<file path="config.mk">
export PLATFORM = sky130hd
export DESIGN_NAME = mem_port_arbiter
export DESIGN_NICKNAME = d
export VERILOG_FILES = /design/src/rtl/mem_port_arbiter.sv
export SDC_FILE = /design/constraint.sdc
export NUM_CORES = 1
export LEC_CHECK = 0
export CORE_AREA = 2 2 123 125
export CTS_BUF_LIST = sky130_fd_sc_hd__clkbuf_8 sky130_fd_sc_hd__clkbuf_16
export DETAILED_ROUTE_END_ITERATION = 10
export DIE_AREA = 0 0 125 127
export PLACE_DENSITY = 0.8
export SLEW_MARGIN = 20
export SYNTH_ARGS = -nofsm -noshare
export SYNTH_HDL_FRONTEND = slang
export SYNTH_SLANG_ARGS = --single-unit
</file>
<file path="constraint.sdc">
create_clock -name clk_in -period 2.5 [get_ports clk_in]
set_input_delay 0.5 -clock clk_in [delete_from_list [all_inputs] [get_ports clk_in]]
set_output_delay 0.5 -clock clk_in [all_outputs]
set_load 0.005 [all_outputs]
</file>
<file path="src/rtl/mem_port_arbiter.sv">
// Round-robin arbiter and fixed-latency sequencer for the shared memory port
// used by the instruction-fetch and data load/store requesters.
module mem_port_arbiter #(
    parameter int N   = 32,
    parameter int LAT = 2
) (
    input  logic         clk_in,
    input  logic         rst_n_in,
    input  logic         if_req_in,
    input  logic [N-1:0] if_addr_in,
    output logic         if_gnt_out,
    output logic         if_valid_out,
    output logic [N-1:0] if_rdata_out,
    input  logic         d_req_in,
    input  logic         d_we_in,
    input  logic [N-1:0] d_addr_in,
    input  logic [N-1:0] d_wdata_in,
    output logic         d_gnt_out,
    output logic         d_valid_out,
    output logic [N-1:0] d_rdata_out,
    output logic         mem_sel_out,
    output logic         mem_en_out,
    output logic         mem_we_out,
    output logic [N-1:0] mem_addr_out,
    output logic [N-1:0] mem_wdata_out,
    input  logic [N-1:0] mem_rdata_in,
    output logic         busy_out
);

    typedef enum logic [1:0] {IDLE, ACCESS, RESP} state_t;

    localparam logic [3:0] LAT_M1 = 4'(LAT - 1);

    state_t       state_q, state_d;
    logic         owner_q, owner_d;
    logic         last_owner_q, last_owner_d;
    logic [3:0]   lat_cnt_q, lat_cnt_d;
    logic [N-1:0] addr_q, addr_d;
    logic [N-1:0] wdata_q, wdata_d;
    logic         we_q, we_d;
    logic [N-1:0] if_rdata_q, if_rdata_d;
    logic [N-1:0] d_rdata_q, d_rdata_d;
    logic         mem_en_q, mem_en_d;
    logic         mem_we_q, mem_we_d;
    logic         if_valid_q, if_valid_d;
    logic         d_valid_q, d_valid_d;
    logic         busy_q, busy_d;

    logic idle;
    logic win_d;
    logic if_gnt;
    logic d_gnt;

    // On a tie the requester that did not own the port last time wins.
    assign idle   = (state_q == IDLE);
    assign win_d  = d_req_in && (!if_req_in || !last_owner_q);
    assign d_gnt  = rst_n_in && idle && win_d;
    assign if_gnt = rst_n_in && idle && if_req_in && !win_d;

    always_comb begin
        state_d      = state_q;
        owner_d      = owner_q;
        last_owner_d = last_owner_q;
        lat_cnt_d    = lat_cnt_q;
        addr_d       = addr_q;
        wdata_d      = wdata_q;
        we_d         = we_q;
        if_rdata_d   = if_rdata_q;
        d_rdata_d    = d_rdata_q;
        mem_en_d     = mem_en_q;
        mem_we_d     = mem_we_q;
        if_valid_d   = 1'b0;
        d_valid_d    = 1'b0;
        busy_d       = busy_q;
        case (state_q)
            IDLE: begin
                if (if_gnt || d_gnt) begin
                    owner_d      = d_gnt;
                    last_owner_d = d_gnt;
                    addr_d       = d_gnt ? d_addr_in : if_addr_in;
                    wdata_d      = d_gnt ? d_wdata_in : '0;
                    we_d         = d_gnt && d_we_in;
                    mem_we_d     = d_gnt && d_we_in;
                    mem_en_d     = 1'b1;
                    lat_cnt_d    = LAT_M1;
                    busy_d       = 1'b1;
                    state_d      = ACCESS;
                end
            end
            ACCESS: begin
                if (lat_cnt_q == 4'd0) begin
                    // Stores leave the requester's read-data register untouched.
                    if (!we_q) begin
                        if (owner_q) begin
                            d_rdata_d = mem_rdata_in;
                        end else begin
                            if_rdata_d = mem_rdata_in;
                        end
                    end
                    mem_en_d   = 1'b0;
                    mem_we_d   = 1'b0;
                    if_valid_d = !owner_q;
                    d_valid_d  = owner_q;
                    state_d    = RESP;
                end else begin
                    lat_cnt_d = lat_cnt_q - 4'd1;
                end
            end
            RESP: begin
                busy_d  = 1'b0;
                state_d = IDLE;
            end
            default: begin
                busy_d  = 1'b0;
                state_d = IDLE;
            end
        endcase
    end

    always_ff @(posedge clk_in or negedge rst_n_in) begin
        if (!rst_n_in) begin
            state_q      <= IDLE;
            owner_q      <= 1'b0;
            last_owner_q <= 1'b1;
            lat_cnt_q    <= 4'd0;
            addr_q       <= '0;
            wdata_q      <= '0;
            we_q         <= 1'b0;
            if_rdata_q   <= '0;
            d_rdata_q    <= '0;
            mem_en_q     <= 1'b0;
            mem_we_q     <= 1'b0;
            if_valid_q   <= 1'b0;
            d_valid_q    <= 1'b0;
            busy_q       <= 1'b0;
        end else begin
            state_q      <= state_d;
            owner_q      <= owner_d;
            last_owner_q <= last_owner_d;
            lat_cnt_q    <= lat_cnt_d;
            addr_q       <= addr_d;
            wdata_q      <= wdata_d;
            we_q         <= we_d;
            if_rdata_q   <= if_rdata_d;
            d_rdata_q    <= d_rdata_d;
            mem_en_q     <= mem_en_d;
            mem_we_q     <= mem_we_d;
            if_valid_q   <= if_valid_d;
            d_valid_q    <= d_valid_d;
            busy_q       <= busy_d;
        end
    end

    assign if_gnt_out    = if_gnt;
    assign d_gnt_out     = d_gnt;
    assign if_valid_out  = if_valid_q;
    assign if_rdata_out  = if_rdata_q;
    assign d_valid_out   = d_valid_q;
    assign d_rdata_out   = d_rdata_q;
    assign mem_sel_out   = owner_q;
    assign mem_en_out    = mem_en_q;
    assign mem_we_out    = mem_we_q;
    assign mem_addr_out  = addr_q;
    assign mem_wdata_out = wdata_q;
    assign busy_out      = busy_q;

endmodule

</file>
== Word level (Yosys, flattened, before mapping) ==
Index checks and enable logic that the tools add are counted.

* Flip-flop bits (word level): 142
* Input port bits: 133

* Add/sub/neg operators: 1
* Eq/ne operators: 4
* Multiplexer cells: 18
* Bitwise logic cells: 3
* Reduce and logical (&&, ||, !) cells: 22

{| class="wikitable"
|+ Operators by type and width
! cell !! number
|-
| two-way mux 32 bit || 2
|-
| two-way mux 4 bit || 2
|-
| case mux 4 bit (2 select lines) || 1
|-
| AND reduction 4 bit || 2
|-
| two-way mux 1 bit || 7
|-
| logical AND 1 bit || 6
|-
| case mux 1 bit (2 select lines) || 3
|-
| AND reduction 2 bit || 3
|-
| AND reduction 3 bit || 2
|-
| zero test 1 bit || 4
|-
| zero test 4 bit || 1
|-
| two-way mux 2 bit || 2
|-
| != test 2 bit (second input constant) || 2
|-
| case mux 2 bit (2 select lines) || 1
|-
| subtractor 4 x 1 -> 4 bit (second input constant) || 1
|-
| NOT 1 bit || 3
|-
| == test 2 x 1 -> 1 bit (second input constant) || 1
|-
| zero test 2 bit || 1
|-
| logical OR 1 bit || 2
|-
| != test 2 x 1 -> 1 bit (second input constant) || 1
|-
| nonzero test 2 bit || 1
|}

== Longest topological paths before layout ==
* Depth in word-level cells: 8
* Mapped depth: 9
* Depth with buffers taken out: 7

== Least setup slack after synthesis ==
No wires, ideal clock.

* Path kind: register to register
* Start: reg lat_cnt_q[0]
* End: reg if_rdata_q[10], in the netlist if_rdata_out[10]
* Library setup time: 0.125 ns
* Arrival time: 2.146 ns
* Required time: 2.375 ns
* Path slack: 0.229 ns
* Stages on the path, launching flop included: 10
* Buffers on the path: 3
* Clock period less this slack: 2.271 ns
* Cells stage by stage: dfrtp_1 -> inv_1 -> ha_1 -> or3b_1 -> or2_1 -> buf_6 -> or3_1 -> buf_6 -> buf_12 -> mux2_4

* Word-level cells in the longest chain between the ends: 2

{| class="wikitable"
|+ Ends and longest elaborated chain
! what !! RTL line !! RTL
|-
| from (decl) || 37 || <nowiki>logic [3:0] lat_cnt_q, lat_cnt_d;</nowiki>
|-
| from (signal assigned) || 140 || <nowiki>lat_cnt_q <= lat_cnt_d;</nowiki>
|-
| zero test 4 bit || 91 || <nowiki>if (lat_cnt_q == 4'd0) begin</nowiki>
|-
| AND reduction 4 bit (no source line) || n/a ||
|-
| to (signal assigned) || 144 || <nowiki>if_rdata_q <= if_rdata_d;</nowiki>
|-
| to (decl) || 41 || <nowiki>logic [N-1:0] if_rdata_q, if_rdata_d;</nowiki>
|}

Every way passes these cells.
A chain may end at the register's enable or synchronous reset.

== Final worst setup path ==
* Start: reg state_q[1]
* End: out d_gnt_out

* Word-level cells in the longest chain between the ends: 3

{| class="wikitable"
|+ Ends and longest elaborated chain
! what !! RTL line !! RTL
|-
| from (decl) || 34 || <nowiki>state_t state_q, state_d;</nowiki>
|-
| from (signal assigned) || 137 || <nowiki>state_q <= state_d;</nowiki>
|-
| zero test 2 bit || 55 || <nowiki>assign idle = (state_q == IDLE);</nowiki>
|-
| logical AND 1 bit (2 in a row) || 57 || <nowiki>assign d_gnt = rst_n_in && idle && win_d;</nowiki>
|-
| to (decl) || 18 || <nowiki>output logic d_gnt_out,</nowiki>
|}

Every way passes these cells.

==> impl_metrics.py <==
metrics = {
    "synthesis": {
        "synth_edf_count": 0,
        "synth_cell_types": 36,
        "async_flop_share": 1.00,
        "syn_avg_cell_area_um2": 12.9,
        "syn_nets": 577,
        "synth_ff_type": "dfrtp_1",
        "synth_warnings": 0,
        "synth-seq-area-share": 0.624,
        "synth_cells": 442,
        "synth-seq-cells": 142,
        "synth.cell_area_um2": 5700,
    },
    "die": {
        "start_util": 0.395,
        "die_x_um": 125,
        "row_count": 44,
        "die_y_um": 127,
        "dieArea_um2": 15900,
        "core_area_um2": 14400,
        "top_level_ports": 269,
    },
    "critical_path": {
        "crit_buf_inv": 3,
        "cp.required_ns": 2.00,
        "worstSetupPathType": "reg -> out",
        "rrSetupSlack_ns": 0.19,
        "crit_path_start_kind": "register",
        "worstPathCellList": "nor3b_2 > buf_4 > nand3_2 > inv_2 > clkdlybuf4s50_1",
        "reg2reg_depth": 7,
        "critPathMaxStageDelay_ns": 0.50,
        "r2r_start": "lat_cnt_q[0]$_DFFE_PN0P_",
        "cp_slowest_cell": "clkdlybuf4s50_1",
        "cp-end-kind": "output pin",
        "reg2reg_to": "if_rdata_out[15]$_DFFE_PN0P_",
        "cp_data_arrival_time_ns": 1.91,
        "cp_top_family": "buffers and inverters",
        "critPathMaxFanout": 7,
    },
    "sta": {
        "setup_viol": 0,
        "relSlewSlack": 0.511,
        "hold_viol": 0,
        "rsz0062_at_grt": "no",
        "finalSetupTns_ns": 0,
        "timing.final.max_slew_violations": 0,
        "tightest_slew_ns": 0.734,
        "finalWorstSetupSlack_ns": 0.0943,
        "min_period_ns": 2.41,
        "max_freq_ghz": 0.416,
        "post-route-period-util": 0.962,
        "skew_ns": 0.00771,
    },
    "cells_and_area": {
        "drive_above_1_share": 0.164,
        "fillers": 1083,
        "finalNetCount": 849,
        "n_antenna_cell": 0,
        "final_common_cell": "clkdlybuf4s50_1",
        "post-route-cell-area_um2": 9230,
        "area_delta_synth_final_pct": 62.0,
        "final_cell_mix": "clkdlybuf4s50_1 (267), dfrtp_1 (139), a21oi_1 (66)",
        "fin_util": 0.640,
    },
    "global_route": {
        "gr-total-overflow": 0,
        "grt_pass1_vias": 4729,
        "grt_pass1_wl_um": 24900,
        "antenna_found_initial": 0,
        "grtUsageTotal": 0.197,
        "grt_max_degree": 144,
    },
    "drt": {
        "drcViolationCount": 0,
        "drt-total-wl_um": 15700,
        "wl_per_cell_um": 17.2,
        "met2WireLength_um": 7670,
        "highest_layer": "met4",
        "dr_wl_met3_um": 1280,
        "detail-route-antenna-nets": 0,
        "drtIter0Drc": 183,
        "first_pass_iters": 4,
        "num_vias": 4591,
        "wl_met1_um": 6560,
        "viasPerCell": 5.04,
    },
    "cts": {
        "cts_hold_buf": 0,
        "cts-root-buf": "clkbuf_16",
        "numCtsBuffers": 17,
        "cts_htree_levels": 4,
        "clkLatencyLatePin_ns": 0.41,
        "cts_sinks": 142,
        "cts_buffer_depth": 2,
        "cts_tree": "built",
        "path_clk_slew_ns": 0.06,
    },
    "place": {
        "portBuffers": 268,
        "place_hpwl_um": 10900,
        "place_congestion": 0.799,
        "dpl_cell_area_um2": 8560,
        "detailedPlace.worstSlack_ns": 0.0724,
    },
    "min_path": {
        "hold_class": "in -> async",
    },
    "job": {
        "cap_violations": 0,
    },
    "power_and_ir_drop": {
        "ir_worst_vdd_uv": 584,
        "p_leak_nw": 4.16,
        "powerDensity_nw_per_um2": 1240,
    },
    "outcome": {
        "status": "finished, final reports clean",
    },
}
==> report_power, final <==
| group | switching (W) | internal (W) |
|---|---|---|
| logic | 0.00158 | 0.00311 |
| registers | 0.000654 | 0.00342 |
| clock network | 0.000973 | 0.00170 |
| total | 0.00320 | 0.00822 |
==> sequential cells by signal (all words and copies together) (netlist names) <==
register       flops
last_owner_q       1
if_valid_out       1
mem_sel_out        1
lat_cnt_q          4
mem_addr_out      32
d_valid_out        1
if_rdata_out      32
we_q               1
d_rdata_out       32
mem_wdata_out     32
state_q            2
mem_en_out         1
busy_out           1
mem_we_out         1
==> what timing repair did <==
item | CTS | global route
gates resized for setup | 3 | 1
pin swaps | 0 | 1
buffers inserted | 0 | 3
endpoints found under the setup margin | 2 | 2
endpoints found under the hold margin | 0 | 0
==> through the flow <==
step	total power, W	instances	hold slack (ns)
2_1_floorplan	0.00592	442	0.204
3_3_place_gp	0.00860	876	0.457
3_5_place_dp	0.00877	876	0.467
4_1_cts	0.0115	908	0.266
5_1_grt	0.0121	911	0.294
6_report	0.0114	911	0.242
==> logic make-up (layout without fill, tap and decap cells) <==
| logic type | after synthesis | in the layout | share of synthesized area |
|---|---|---|---|
| flip-flops | 142 | 142 | 0.624 |
| AO/OA/AOI/OAI | 112 | 112 | 0.126 |
| AND/OR/NAND/NOR | 87 | 87 | 0.0639 |
| multiplexers | 64 | 64 | 0.146 |
| buffers and inverters | 35 | 320 | 0.0351 |
| adder cells (fa/ha/maj) | 2 | 2 | 0.00439 |
==> cells in the mapped netlist (3+ instances only) <==
cell        n  area [µm²]
clkbuf_1   16        60.1
dfrtp_1   141        3530
buf_2       4        20.0
a22o_1     34         298
inv_1       7        26.3
mux2_4     30         450
a21oi_1    66         330
buf_1       3        11.3
buf_12      3        60.1
nor2_1     33         124
nand2_1    40         150
mux2_2     34         383
==> cell type report <==
type / count / area (µm²) / area share
flip-flops and latches: 142 / 3560 / 0.386
repair buffers: 281 / 2820 / 0.306
clock buffers: 18 / 439 / 0.0476
well taps: 184 / 230 / 0.0250
inverters: 7 / 26.3 / 0.00285
clock inverters: 14 / 190 / 0.0206
multi-input cells: 265 / 1960 / 0.213
==> worst max-delay path by stage <==
stage	start	end	slack, ns	cells after the start
floorplan	lat_cnt_q[0]$_DFFE_PN0P_	if_rdata_out[10]$_DFFE_PN0P_	0.23	9
global placement	d_req_in	d_gnt_out	0.12	4
detailed placement	d_req_in	mem_addr_out[12]$_DFFE_PN0P_	0.07	6
CTS	state_q[1]$_DFFE_PN0P_	d_gnt_out	0.004	5
global route	state_q[1]$_DFFE_PN0P_	d_gnt_out	0.0008	5
finish	state_q[1]$_DFFE_PN0P_	d_gnt_out	0.09	5
==> routing by layer <==
| metal | global-route usage | vias to the layer above |
|---|---|---|
| li1 | - | 2096 |
| met1 | 0.250 | 2267 |
| met2 | 0.322 | 213 |
| met3 | 0.0632 | 15 |
| met4 | 0.0673 | 0 |
| met5 | 0 | - |
(Power assumes the default switching activity.)
==> RTL change 1 (same flow settings) <==
`N`: 32 -> 16.
--- a/src/rtl/mem_port_arbiter.sv
+++ b/src/rtl/mem_port_arbiter.sv
@@ -1,7 +1,7 @@
 // Round-robin arbiter and fixed-latency sequencer for the shared memory port
 // used by the instruction-fetch and data load/store requesters.
 module mem_port_arbiter #(
-    parameter int N   = 32,
+    parameter int N   = 16,
     parameter int LAT = 2
 ) (
     input  logic         clk_in,
Ports: changed (8 resized); port bits go from 269 to 141. The function was not compared with the original's and may differ.
==> RTL change 1 against the original RTL <==
Global-route usage fell by 8.1 points; design area down 45%; wire length is 44% lower; power is 47% lower; sequential share of layout area is 0.37 points lower; setup slack gained 0.072 ns; area after synthesis shrank 45%; sequential cell count shrank 64; clock skew decreased by 0.0034 ns; critical path type unchanged; critical endpoint unchanged.
==> RTL change 1: results (changes against the original RTL) <==
- Leak Pwr: 2.26 nW (-46%)
- Leading post-synthesis cells by cell area: dfrtp_1, mux2_2, a21oi_1
- Vias in the first global route: 2877 (-39%)
- Routability cong.: 0.776 (-2.9%)
- DPL Wire Length: 6.20 mm (-43%)
- Critical path origin: state_q[1]
- WP data arrival: 1.83 ns (-0.08 ns)
- Yosys top cell by area: dfrtp_1
- Worst path max stage delay: 0.52 ns (+0.02 ns)
- Worst R2R Path Depth: 7 (unchanged)
- Reg2Reg Launch Point: lat_cnt_q[0]
- Clk_skew: 0.00432 ns (-0.00340 ns)
- Port Buffer Count: 140 (-48%)
- FF-to-FF End: d_rdata_out[8]
- Routed via count: 2574 (-44%)
- H-Tree Depth: 3 (-1)
- Worst Hold Class: in -> async
- Clock Latency Late Sink: 0.34 ns (-0.07 ns)
- Mux cell area share after synthesis: 12.7% (-1.9 points)
- Total Routing Usage GR: 11.6% (-8.1 points)
- Initial antenna violation count: 0 (unchanged)
- Adder-cell share of the synthesized area: 0.797% (+0.36 points)
- Status: finished, final reports clean
- Yosys Warn Count: 0 (unchanged)
- Xor/xnor share of the synthesized area: 0% (unchanged)
- First-pass DRT Iterations: 4 (unchanged)
- CTS Buf Count: 9 (-8)
- Seq/Total Area, Yosys: 62.2% (-0.16 points)
- Crit path capture: d_gnt_out
- First-pass GRT wire length: 14.6 mm (-42%)
- Synth Area in Compound Gates: 12.6% (about the same)
- R2R setup slack: 0.44 ns (+0.25 ns)
- Internal power: 4.26 mW (-48%)
- Worst-margin pin slew: 0.720 ns (-0.0140 ns)
- Syn nets: 322 (-44%)
- Async SR Flop Fraction: 100% (unchanged)
- Synth cell types: 31 (-14%)
- CTS Root Cell: clkbuf_16
- Post-synth top cells: dfrtp_1, a21oi_1, nand2_1
- Cell Count, Final, Fillers Out: 589 (-35%)
- Fill count: 1420 (+31%)
- CP delay by family, top: buffers and inverters
- Max-cap violations: 0 (unchanged)
- Crit path max-delay cell type: clkdlybuf4s50_1
- Initial DRC Count: 56 (-69%)
- Layout cells sized above 1: 17.3% (+0.92 points)
- Peak supply drop: 442 uV (-24%)
- Max FO, Critical Path: 5 (-2)
- # diodes: 0 (unchanged)
- Pin count of the biggest net entering global routing: 79 (-45%)
- Post-placement cell count: 572 (-35%)
- Layout Nets: 471 (-45%)
- Syn Inst Count: 251 (-43%)
- Max clock buf depth: 2 (unchanged)
- WL/cell: 14.9 um (-13%)
- Clock transition at path regs: 0.06 ns (about the same)
[RTL change 1: cell types whose count changed in the layout (fill, tap and decap cells not counted), sizes merged, moves of 2 or more]
| cell | delta |
|---|---|
| nor2 | -15 |
| inv | +2 |
| nand2 | -16 |
| clkbuf | -8 |
| dfrtp | -64 |
| a21o | -2 |
| clkdlybuf4s50 | -129 |
| buf | -2 |
| mux2 | -32 |
| a22o | -17 |
| bufinv | -3 |
| a21oi | -29 |
| clkinv | -5 |
[RTL change 1: metal layers]
layer / GRT usage, % / up-vias / share of wire [%]
met5: 0 / - / 0
met4: 4.38 / 0 / 0.88
met3: 4.82 / 5 / 7.7
met2: 19.5 / 120 / 49
met1: 13.2 / 1275 / 43
li1: - / 1174 / -
[RTL change 1: worst min-delay path by stage]
stage	end	from	slack [ns]	cells past startpoint
5_1_grt	if_rdata_out[14]	rst_n_in	0.35	2
6_report	if_rdata_out[8]	rst_n_in	0.29	2
2_1_floorplan	busy_out	rst_n_in	0.20	0
3_5_place_dp	mem_en_out	mem_en_out	0.49	2
4_1_cts	lat_cnt_q[3]	rst_n_in	0.46	2
3_3_place_gp	mem_en_out	mem_en_out	0.47	2
[RTL change 1: cell type report]
cell class                      count  share of cell area, %
Sequential cell                    78                   38.2
Timing Repair Buffer              151                   29.2
Multi-Input combinational cell    152                   21.6
Clock buffer                       10                   4.67
Tap cell                          184                   4.50
Clock inverter                      6                   1.35
Inverter                            8                  0.587
[RTL change 1: cell families after synthesis]
group	after synthesis
adder cells (fa/ha/maj)	2
multiplexers	32
AND/OR/NAND/NOR	55
buffers and inverters	21
AO/OA/AOI/OAI	63
flip-flops	78
[RTL change 1: power groups by stage]
stage	sequential, mW	clock, mW	combinational [mW]
final	2.22	1.35	2.48
after floorplan	2.22	0	0.975
after detailed placement	2.23	0	2.48
after CTS	2.22	1.41	2.50
after global routing	2.30	1.46	2.70
after global placement	2.20	0	2.40
[RTL change 1: per-stage QoR]
step / worst slack, ns / hold WS, ns / instance area, um^2
2_1_floorplan: 0.588 / 0.204 / 3140
3_3_place_gp: 0.105 / 0.465 / 4770
3_5_place_dp: 0.108 / 0.488 / 4770
4_1_cts: 0.00935 / 0.462 / 5090
5_1_grt: 0.0343 / 0.352 / 5110
6_report: 0.166 / 0.286 / 5110
[RTL change 1: what timing repair did]
| action | in CTS | in global routing |
|---|---|---|
| buffers inserted | 0 | 1 |
| setup endpoints to repair | 2 | 2 |
| pin swaps | 1 | 1 |
| gates resized for setup | 3 | 2 |
==> RTL change 2 (config.mk and constraints unchanged) <==
Made on the original files. Encoding of `state_t`: now one-hot (3 bits for 3 states).
--- a/src/rtl/mem_port_arbiter.sv
+++ b/src/rtl/mem_port_arbiter.sv
@@ -27,7 +27,7 @@
     output logic         busy_out
 );
 
-    typedef enum logic [1:0] {IDLE, ACCESS, RESP} state_t;
+    typedef enum logic [2:0] {IDLE = 3'b001, ACCESS = 3'b010, RESP = 3'b100} state_t;
 
     localparam logic [3:0] LAT_M1 = 4'(LAT - 1);
 
Formal check against the unedited RTL: same outputs for any inputs over 4 cycles, from zero or initial values and one cycle with rst_n_in low; so few cycles prove little.
==> RTL change 2 against the original RTL <==
Design area grew 1.3%; wire length down 4.1%; power fell by 1.9%; sequential cell count up 1; area after synthesis up 1.2%; highest routed layer unchanged; setup slack worse by 0.0021 ns; die area is the same; critical endpoint is now if_gnt_out; non-clock buffer count rose by 2; worst hold slack worse by 0.040 ns; register-to-register slack improved by 0.08 ns.
==> RTL change 2: results (changes against the original RTL) <==
- Setup Fix Bufs, Post-CTS: 2 (+2)
- H-Tree Depth: 4 (unchanged)
- Slew HR: 49.9% (-1.2 points)
- Signal buf overhead: 30.6% (about the same)
- Syn nets: 544 (-5.7%)
- Comb_multi_in: 236 (-11%)
- Peak supply drop: 512 uV (-12%)
- DP Area: 8680 um^2 (+1.4%)
- Layout Nets: 820 (-3.4%)
- Syn Inst Count: 410 (-7.2%)
- DRT Wirelength: 15.0 mm (-4.1%)
- Status: finished, final reports clean
- Non-clk invs: 5 (-2)
- WL/cell: 17.0 um (-1.1%)
- First-pass GRT wire length: 24.1 mm (-3.4%)
- Hold_ws: 0.202 ns (-0.0400 ns)
- Post-synth top cells: dfrtp_1, nand2_1, o21ai_0
- Yosys Warn Count: 0 (unchanged)
- DPL Wire Length: 10.9 mm (-0.72%)
- Fill count: 1081 (-0.18%)
- DR vias/cell: 4.88 (-3.2%)
- Area grow syn2layout: 62.1%
- Non-CTS buffers: 283 (+0.71%)
- Port Buffer Count: 268 (unchanged)
- Clock period minus worst slack: 2.41 ns (+0.00207 ns)
- Synth cell types: 33 (-8.3%)
- Setup TNS: 0 ns (unchanged)
- Worst path max stage delay: 0.50 ns (about the same)
- FFs & Latches: 143 (+0.70%)
- Total Routing Usage GR: 19.3% (-0.40 points)
- Crit path max-delay cell type: clkdlybuf4s50_1
- Leak Pwr: 4.19 nW (+0.71%)
- Clk_skew: 0.00772 ns (+0.000000660 ns)
- Layout cells sized above 1: 17.6% (+1.2 points)
- Post-placement cell count: 848 (-3.2%)
- Initial DRC Count: 179 (-2.2%)
- Routability cong.: 0.798 (-0.11%)
- Leading post-synthesis cells by cell area: dfrtp_1, mux2_4, mux2_2
- Vias in the first global route: 4642 (-1.8%)
- Sw Share: 27.7% (-0.36 points)
- Seq/Total Area, Yosys: 62.1% (-0.28 points)
- Max FO, Critical Path: 6 (-1)
- Clock network area share: 6.79% (-0.034 points)
- Sequential share of cell area: 38.3% (-0.24 points)
- Post-Place Worst Slack: 0.000330 ns (-0.0721 ns)
- Multi-input logic area: 2020 um^2 (+3.1%)
- R2R setup slack: 0.27 ns (+0.08 ns)
- WP data arrival: 1.91 ns (about the same)
[RTL change 2: worst max-delay path: cells and delay by family (launching register included)]
kind	cells	cell delay, ns
buffers and inverters	1	0.50
and+or+nand+nor	3	0.58
DFF	1	0.41
[RTL change 2: path summary, 6_finish.rpt]
path	cells after the start	start	end
max	4	state_q[1]	if_gnt_out
min	2	rst_n_in	if_rdata_out[4]
max reg2reg	7	lat_cnt_q[0]	if_rdata_out[2]
min reg2reg	2	mem_en_out	mem_en_out
max in group asynchronous	2	rst_n_in	mem_addr_out[1]
min in group clk_in	2	mem_en_out	mem_en_out
[RTL change 2: per-layer routing]
layer  part of all wire [%]  vias to the layer above  GRT usage (%)  wire length, um
li1                       -                     2017              -                -
met1                     40                     2069           22.5             6020
met2                     50                      204           32.7             7460
met3                    8.7                       17           7.33             1300
met4                    1.7                        0           7.19              255
met5                      0                        -              0                0
[RTL change 2: power groups by stage]
stage | clock network, mW | logic, mW | registers [mW]
floorplan | 0 | 1.49 | 4.12
CTS | 2.77 | 4.48 | 4.08
global route | 2.89 | 4.75 | 4.22
detailed placement | 0 | 4.42 | 4.11
global placement | 0 | 4.32 | 4.04
finish | 2.71 | 4.42 | 4.07
[RTL change 2: kinds of logic (layout without fill, tap and decap cells)]
| group | Yosys count | after routing | share of synthesized area (%) |
|---|---|---|---|
| adders and majority gates | 1 | 1 | 0.217 |
| muxes | 96 | 96 | 20.0 |
| and+or+nand+nor | 63 | 63 | 5.34 |
| buffers and inverters | 31 | 320 | 3.21 |
| DFF | 143 | 143 | 62.1 |
| AOI/OAI and AO/OA | 75 | 75 | 8.94 |
| xor gates and xnor gates | 1 | 1 | 0.152 |
